File: src/rtl/vga_fb_swap_ctrl.sv
// Double-buffer controller for the VGA display driver: swaps front/back framebuffers
// at end of frame and optionally clears the new back buffer via an Avalon-MM write master.
module vga_fb_swap_ctrl #(
    parameter int FB_WORDS = 240000,
    parameter int CNT_W    = 18
) (
    input  logic        clk,
    input  logic        reset,
    input  logic        enable,
    input  logic [31:0] buf_a_base,
    input  logic [31:0] buf_b_base,
    input  logic        swap_req,
    input  logic        clear_en,
    input  logic [14:0] fill_color,
    input  logic        frame_finished,
    output logic [31:0] fb_addr,
    output logic [31:0] back_addr,
    output logic        busy,
    output logic        swap_done,
    output logic [31:0] master_address,
    output logic        master_write,
    output logic [31:0] master_writedata,
    output logic [3:0]  master_byteenable,
    input  logic        master_wait_request
);

    typedef enum logic [1:0] {IDLE, WAIT_VBL, CLEAR, DONE} state_t;

    localparam logic [CNT_W-1:0] LAST = CNT_W'(FB_WORDS - 1);

    state_t           state;
    logic             front_sel;
    logic             clr_pend;
    logic [14:0]      fill_q;
    logic [31:0]      clr_base;
    logic [CNT_W-1:0] counter;
    logic [31:0]      next_off;

    // Byte offset of the word after the one currently on the bus.
    always_comb begin
        next_off = (32'(counter) + 32'd1) << 2;
    end

    assign master_byteenable = 4'hF;

    always_ff @(posedge clk) begin
        if (reset) begin
            state            <= IDLE;
            front_sel        <= 1'b0;
            clr_pend         <= 1'b0;
            fill_q           <= '0;
            clr_base         <= '0;
            counter          <= '0;
            fb_addr          <= '0;
            back_addr        <= '0;
            busy             <= 1'b0;
            swap_done        <= 1'b0;
            master_write     <= 1'b0;
            master_address   <= '0;
            master_writedata <= '0;
        end else begin
            fb_addr   <= enable ? (front_sel ? buf_b_base : buf_a_base) : 32'd0;
            back_addr <= front_sel ? buf_a_base : buf_b_base;
            swap_done <= 1'b0;
            case (state)
                IDLE: begin
                    // A frame_finished arriving with swap_req is deliberately not used.
                    if (swap_req) begin
                        clr_pend <= clear_en;
                        fill_q   <= fill_color;
                        clr_base <= front_sel ? buf_a_base : buf_b_base;
                        busy     <= 1'b1;
                        state    <= WAIT_VBL;
                    end
                end
                WAIT_VBL: begin
                    if (frame_finished) begin
                        front_sel <= ~front_sel;
                        if (clr_pend) begin
                            counter          <= '0;
                            master_write     <= 1'b1;
                            master_address   <= clr_base;
                            master_writedata <= {1'b0, fill_q, 1'b0, fill_q};
                            state            <= CLEAR;
                        end else begin
                            swap_done <= 1'b1;
                            busy      <= 1'b0;
                            state     <= DONE;
                        end
                    end
                end
                CLEAR: begin
                    // Address/data only move on an accepted word, so they hold across waits.
                    if (!master_wait_request) begin
                        if (counter == LAST) begin
                            master_write <= 1'b0;
                            swap_done    <= 1'b1;
                            busy         <= 1'b0;
                            state        <= DONE;
                        end else begin
                            counter        <= counter + 1'b1;
                            master_address <= clr_base + next_off;
                        end
                    end
                end
                DONE:    state <= IDLE;
                default: state <= IDLE;
            endcase
        end
    end

endmodule

File: config.mk
export PLATFORM = sky130hd
export DESIGN_NAME = vga_fb_swap_ctrl
export DESIGN_NICKNAME = d
export VERILOG_FILES = /design/src/rtl/vga_fb_swap_ctrl.sv
export SDC_FILE = /design/constraint.sdc
export NUM_CORES = 1
export LEC_CHECK = 0
export CAP_MARGIN = 20
export CORE_MARGIN = 8
export CORE_UTILIZATION = 49
export CTS_CLUSTER_SIZE = 28
export DETAILED_ROUTE_END_ITERATION = 10
export PLACE_DENSITY = 0.79
export SLEW_MARGIN = 20
export SYNTH_ARGS = -nofsm -noshare
export SYNTH_HDL_FRONTEND = slang
export SYNTH_SLANG_ARGS = --single-unit
File: constraint.sdc
create_clock -name clk -period 4.7 [get_ports clk]
set_input_delay 1.41 -clock clk [delete_from_list [all_inputs] [get_ports clk]]
set_output_delay 1.41 -clock clk [all_outputs]
set_load 0.005 [all_outputs]
# Word level (Yosys, flattened, before mapping)
# Index checks and enable logic that the tools add are counted.
classes:
  addsub: 3
  n_mul: 0
  div_mod_pow: 0
  magnitude_cmp: 0
  n_eq_ne: 11
  shifts: 0
  mux: 32
  n_bitwise: 2
  reduce_logical: 11
ops:
  columns: ["cell", "n"]
  rows:
  - ["$mux W32", 6]
  - ["$mux W18", 4]
  - ["$pmux W32 S2", 1]
  - ["$pmux W18 S2", 1]
  - ["$add A32 B21 Y32", 1]
  - ["$add A18 B1 Y19 const B", 1]
  - ["$add A18 B1 Y18 const B", 1]
  - ["$eq A18 B18 Y1 const B", 1]
  - ["$ne A2 B2 Y1 const B", 7]
  - ["$mux W1", 12]
  - ["$reduce_and A5 Y1", 2]
  - ["$mux W2", 4]
  - ["$pmux W2 S4", 1]
  - ["$reduce_and A6 Y1", 1]
  - ["$eq A2 B2 Y1 const B", 2]
  - ["$pmux W1 S2", 2]
  - ["$reduce_and A2 Y1", 2]
  - ["$reduce_and A4 Y1", 1]
  - ["$pmux W1 S3", 1]
  - ["$reduce_and A3 Y1", 1]
  - ["$reduce_bool A3 Y1", 1]
  - ["$eq A2 B1 Y1 const B", 1]
  - ["$logic_not A2 Y1", 1]
  - ["$not A1 Y1", 2]
  - ["2 further kinds", 2]
totals:
  reg_bits: 198
  latchBits: 0
  ram_bits: 0
  mem_bits_ro: 0
  in_bits: 86
  mem_count: 0

# Depth between registers and ports, before layout
# Gate-level depths: netlist (run 1).
logic_depth:
  word_depth: 5
  depth_mapped: 16
  mapped_depth_nobuf: 14

# Least setup slack after synthesis (run 1)
# OpenSTA, ideal clock, no wires.
synth_path:
  path_kind: "register to register"
  from: "reg counter[0]"
  to: "reg master_address[27]"
  setup_ns: 0.116
  t_arrival_ns: 3.096
  required_time_ns: 4.584
  setup_slack_ns: 1.488
  stages_incl_launch_ff: 15
  path_buffers: 1
  path_cell_list: "dfxtp_1 > ha_1 > nand3_4 > nor3_2 > and2_1 > and3_1 > xor2_1 > ha_1 > buf_2 > a21oi_1 > o21ai_0 > a41oi_1 > a211oi_4 > or4_1 > and4_1"
synth_between:
  elab_chain_len: 5
  word_cells_on_any_way: 8
synth_rtl:
  columns: ["item", "line", "rtl"]
  rows:
  - ["start: declaration", "36", "logic [CNT_W-1:0] counter;"]
  - ["start signal: assignment", "101", "counter <= counter + 1'b1;"]
  - ["$add A18 B1 Y19", "41", "next_off = (32'(counter) + 32'd1) << 2;"]
  - ["$add A32 B21 Y32", "102", "master_address <= clr_base + next_off;"]
  - ["$mux W32", "95", "if (counter == LAST) begin"]
  - ["$mux W32", "94", "if (!master_wait_request) begin"]
  - ["$pmux W32 S2", "65", "case (state)"]
  - ["end signal: assignment", "82", "master_address <= clr_base;"]
  - ["end signal: assignment", "102", null]
  - ["end: declaration", "20", "output logic [31:0] master_address,"]
# Several ways; a longest one is shown, not always the timed one. The select of a mux whose other input is x is not followed.
# A chain may end at the register's enable or synchronous reset.

# Worst setup path in the final report (run 1)
layout_path:
  from: "reg counter[0]"
  to: "reg master_address[29]"
# The elaborated chain is that of the path after synthesis.

==> flow_summary.ini, run 1 <==
[final_layout]
layout.nets = 1267
final_area_um2 = 11170
fillers = 1442
antenna_cells = 0
drive_gt1_frac = 0.05056
final_cells = 1392
layout_common_cells = 213 x clkdlybuf4s50_1, 182 x dfxtp_1, 150 x nor2_1
final_common_cell = clkdlybuf4s50_1
area_delta_synth_final_pct = 31.27

[drt]
wl_per_cell_um = 17.18
dr_total_vias = 7565
firstDrtPassIters = 5
routed_via_density = 5.435
ant_nets = 0
drc_errors = 0
drt-total-wl_um = 23910
first_iter_violations = 456

[place]
gp_congestion = 0.9258
port_buffers = 214
dp.cells = 1360
hpwl_um = 17700
placed_area_um2 = 10610

[min_path]
whs_endpoint = master_writedata[23]$_SDFFE_PP0P_
hold_path_depth = 2
min_from = fill_q[7]$_SDFFE_PP0P_
hp-class = reg2reg

[worst_setup_path]
path_class = reg2reg
rr_worst_depth = 14
slowest_delay_ns = 0.43
crit_fanout = 8
cp_cell_sequence = ha_1 > nand3_4 > nor3_2 > and2_1 > and3_1 > xor2_1 > ha_1 > nand4_2 > nor4_1 > a2bb2oi_1 > a211oi_4 > o211ai_1 > xor2_1 > a211oi_2
cp.required_ns = 5.05
worstPathBufferInverterCount = 0
cp_slowest_cell = ha_1
reg2reg_slack_ns = 0.96
worstSetupStartpointType = flop
arrival_ns = 4.09
worstSetupEndpointType = flop
r2r_start = counter[0]$_SDFFE_PP0P_
timing.rr.end = master_address[29]$_SDFFE_PP0P_
cp_top_family = simple AND/OR/NAND/NOR gates

[cts]
clk_pin_slew_ns = 0.06
root_buffer = clkbuf_16
cts_max_path_buffers = 2
hold_buffers = 0
cts_buffers = 17
clock-sinks = 183
cts-resized-gates = 0
cts_tree = yes
cts_setup_buffers = 0
cts.htree.levels = 4
clk_latency_ns = 0.44

[sta]
setup_viol = 0
slew_viol_final = 0
rsz0062_at_grt = false
fin_crit_sh = 0.7964
max_freq_mhz = 267.1
finalHoldViolations = 0
fin_skew_ns = 0.01181
worst_slew_pin_slew_ns = 1.073
fin_crit_ns = 3.743
setup_tns_ns = 0
slew_headroom = 0.2819

[floorplan]
die_area_um2 = 21840
die_h_um = 147.8
start_util = 0.4973
io_pins = 221
fp.dieW_um = 147.8
core_um2 = 17120
rows = 48

[yosys]
syn_inst = 989
ys_ff_latch = 183
seq_area_frac_synth = 0.4304
synth_top_area_frac = 0.4304
synth_area_leaders = dfxtp_1 43%, mux2i_1 8.1%, nor2_1 6.6%
synth_flop_cell = dfxtp_1
synth-warning-count = 0
ys_async_sr_fraction = 0
synth_area_leader_cell = dfxtp_1
syn_area_um2 = 8512
synth_edf_count = 0
synth.distinct_cells = 65
synth.avg_cell_area_um2 = 8.607

[grt]
grt_pass1_vias = 7280
grt_max_degree = 83
grtUsageTotal = 0.2168
antenna_found_initial = 0
grt_pass1_wl_um = 38230
grt.overflow.total = 0

[power]
peakVddDrop_v = 0.0002775
powerDensity_nw_per_um2 = 431.6
p_leak_nw = 4.087

[outcome]
status = finished, final reports clean

[run]
cap_violations = 0
[worst max path at each step]
stage	cells after the start	startpoint	slack, ns	to
after CTS	14	counter[0]$_SDFFE_PP0P_	1.06	master_address[29]$_SDFFE_PP0P_
after global routing	14	counter[0]$_SDFFE_PP0P_	0.55	master_address[29]$_SDFFE_PP0P_
after detailed placement	9	frame_finished	1.0	counter[15]$_SDFFE_PP0P_
after floorplan	14	counter[0]$_SDFFE_PP0P_	1.49	master_address[27]$_SDFFE_PP0P_
after global placement	9	frame_finished	1.05	counter[15]$_SDFFE_PP0P_
final	14	counter[0]$_SDFFE_PP0P_	0.96	master_address[29]$_SDFFE_PP0P_
[where the power goes]
part	internal [mW]	switching [mW]
combinational	0.669	0.757
sequential	1.79	0.226
clock	0.753	0.624
[worst reg2reg max path: stages, from the launching register on]
cell       delay (ns)
dfxtp_1          0.42
ha_1             0.31
nand3_4          0.16
nor3_2           0.21
and2_1           0.22
and3_1           0.23
xor2_1           0.10
ha_1             0.43
nand4_2          0.14
nor4_1           0.33
a2bb2oi_1        0.18
a211oi_4         0.39
o211ai_1         0.14
xor2_1           0.18
a211oi_2         0.22
[routing by layer]
| metal | global-route usage | share of wire | vias up | wire, um |
|---|---|---|---|---|
| li1 | - | - | 3764 | - |
| met1 | 0.2633 | 0.43 | 3506 | 10180 |
| met2 | 0.3429 | 0.46 | 272 | 10920 |
| met3 | 0.09538 | 0.11 | 23 | 2515 |
| met4 | 0.05864 | 0.012 | 0 | 289 |
| met5 | 0 | 0 | - | 0 |
[kinds of logic after synthesis]
group           Yosys count  synth area share
simple gates            357            0.1908
fa+ha+maj                27           0.04057
flops                   183            0.4304
xor+xnor                 38           0.03910
buf+inv                  96           0.05645
compound gates          216            0.1593
mux                      70           0.08246
other cells               2         0.0008823
[synth_stat cells, drive strengths merged (20+ instances only)]
| cell | number |
|---|---|
| a21oi | 87 |
| buf | 50 |
| a211oi | 57 |
| dfxtp | 183 |
| nor2 | 150 |
| mux2i | 69 |
| o21ai | 33 |
| ha | 26 |
| xnor2 | 22 |
| nand2 | 120 |
| clkbuf | 34 |
| nand3 | 20 |
[state kept, by name, indices dropped and copies added, names as in the netlist, 2 cells and up]
register	count
master_writedata	15
fill_q	15
master_address	32
clr_base	32
counter	18
state	2
back_addr	32
fb_addr	32
[per-stage QoR]
stage                     setup WS, ns  utilization  total power [mW]  hold WS, ns
after floorplan                  1.488            -             2.906       0.4321
after global placement           1.054       0.6197             3.441       0.4377
after detailed placement        0.9970       0.6197             3.478       0.4400
after CTS                        1.058       0.6528             4.856       0.4498
after global routing            0.5507       0.6528             5.103       0.4654
final                           0.9567       0.6528             4.822       0.4487
[area by class of cell]
cell class | instances | area (um^2) | area share
Clock buffer | 20 | 446.7 | 0.03998
Clock inverter | 12 | 118.9 | 0.01064
Inverter | 12 | 45.04 | 0.004031
Multi-Input combinational cell | 714 | 4384 | 0.3924
Sequential cell | 183 | 3667 | 0.3282
Tap cell | 225 | 281.5 | 0.02520
Timing Repair Buffer | 226 | 2230 | 0.1996
No activity file was read; power rests on OpenSTA's default activity.
==> run 2, diff against run 1 <==
==> constraint.sdc (replaced) <==
create_clock -name clk -period 3.7 [get_ports clk]
set_input_delay 1.11 -clock clk [delete_from_list [all_inputs] [get_ports clk]]
set_output_delay 1.11 -clock clk [all_outputs]
set_load 0.005 [all_outputs]
==> run 2 against run 1 <==
Net effect: global-route usage increased by 0.28 points; fmax increased by 6.5%; power increased by 30%; cell count increased by 0.29%; hold slack improved by 0.0030 ns; routed wire length increased by 0.19%; critical path depth unchanged; combinational power increased by 27%; die area unchanged; flip-flop and latch count unchanged; clock-buffer cell count decreased by 3; critical endpoint is now master_address[27]$_SDFFE_PP0P_; highest routed layer unchanged.
==> flow_summary.ini, run 2 (synthesis gave the netlist of run 1 again) <==
[final_layout]
final_area_um2 = 11290
drive_gt1_frac = 0.06149
final_common_cell = clkdlybuf4s50_1
final_cells = 1396
area_delta_synth_final_pct = 32.69
antenna_cells = 0
fillers = 1440
layout_common_cells = 213 x clkdlybuf4s50_1, 182 x dfxtp_1, 150 x nor2_1
layout.nets = 1271

[worst_setup_path]
worstSetupStartpointType = flop
arrival_ns = 3.85
worstSetupEndpointType = flop
reg2reg_slack_ns = 0.19
crit_fanout = 8
cp.required_ns = 4.03
path_class = reg2reg

[sta]
slew_headroom = 0.4597
setup_slack_ns = 0.1857
slew_viol_final = 0
worst_hold_slack_ns = 0.4517
worst_slew_pin_slew_ns = 0.8104
fin_crit_ns = 3.514
finalHoldViolations = 0
fin_skew_ns = 0.01332
max_freq_mhz = 284.6
fin_crit_sh = 0.9498
setup_viol = 0

[drt]
drc_errors = 0
dr_total_vias = 7536
wl_per_cell_um = 17.16
drt-total-wl_um = 23950
routed_via_density = 5.398
ant_nets = 0
first_iter_violations = 450
firstDrtPassIters = 5

[floorplan]
die_area_um2 = 21840
fp.dieW_um = 147.8
start_util = 0.4973
core_um2 = 17120
die_h_um = 147.8
rows = 48
io_pins = 221

[place]
placed_area_um2 = 10640
post-place-ws_ns = 0.1497
gp_congestion = 0.9051
hpwl_um = 17910
dp.cells = 1362
port_buffers = 214

[power]
p_leak_nw = 4.152
powerDensity_nw_per_um2 = 553.0
p_total_mw = 6.246
peakVddDrop_v = 0.0003528

[cts]
clock-sinks = 183
cts.htree.levels = 4
cts_max_path_buffers = 2
clk_latency_ns = 0.44
cts_tree = yes
hold_buffers = 0
cts_buffers = 17
clk_pin_slew_ns = 0.07
root_buffer = clkbuf_16

[grt]
grt_pass1_vias = 7398
antenna_found_initial = 0
grt.overflow.total = 0
grtUsageTotal = 0.2196
grt_max_degree = 68
grt_pass1_wl_um = 38710

[min_path]
hp-class = reg2reg

[run]
cap_violations = 0

[outcome]
status = finished, final reports clean
==> run 2: worst max-delay path, stage by stage (launching register included) <==
cell and delay (ns):
dfxtp_1 0.42, ha_2 0.27, nand3_4 0.09, nor3_2 0.18, and2_1 0.23, and3_1 0.23
xor2_1 0.19, ha_2 0.35, a21oi_1 0.19, o21ai_0 0.16, a41oi_2 0.26, a211oi_4 0.12
buf_4 0.15, or4_1 0.38, and4_1 0.19
==> run 2: worst paths after layout <==
kind | depth (start not counted) | end | start
setup / recovery | 14 | master_address[27]$_SDFFE_PP0P_ | counter[0]$_SDFFE_PP0P_
hold / removal | 2 | master_writedata[16]$_SDFFE_PP0P_ | fill_q[0]$_SDFFE_PP0P_
setup reg to reg | 14 | master_address[27]$_SDFFE_PP0P_ | counter[0]$_SDFFE_PP0P_
hold reg to reg | 2 | master_writedata[16]$_SDFFE_PP0P_ | fill_q[0]$_SDFFE_PP0P_
==> run 2: power breakdown <==
part / switching, mW / total [mW] / internal, mW
Combinational: 0.955 / 1.81 / 0.858
Sequential: 0.294 / 2.57 / 2.28
Clock: 0.837 / 1.86 / 1.03
Total: 2.09 / 6.25 / 4.16
==> run 2: through the flow <==
step            TNS, ns    util
2_1_floorplan         0       -
3_3_place_gp          0  0.6213
3_5_place_dp          0  0.6213
4_1_cts               0  0.6568
5_1_grt        -0.03438  0.6599
6_report              0  0.6599
==> run 2: metal layers <==
metal  part of all wire  GRT usage  vias to the layer above
met1               0.43     0.2634                     3464
met4              0.017    0.06731                        0
met5                  0          0                        -
met3               0.10    0.09875                       30
li1                   -          -                     3778
met2               0.45     0.3461                      264
==> run 2: area by class of cell <==
cell class	count	area, um^2	area share
clock inverters	15	181.4	0.01606
inverters	12	45.04	0.003988
repair buffers	230	2272	0.2012
multi-input cells	714	4422	0.3915
clock buffers	17	425.4	0.03766
well taps	225	281.5	0.02493
flip-flops and latches	183	3667	0.3247
==> run 2: repair_timing <==
item,4_1_cts,5_1_grt
gates resized for setup,0,8
buffers inserted,0,2
endpoints found under the hold margin,0,0
endpoints found under the setup margin,0,10
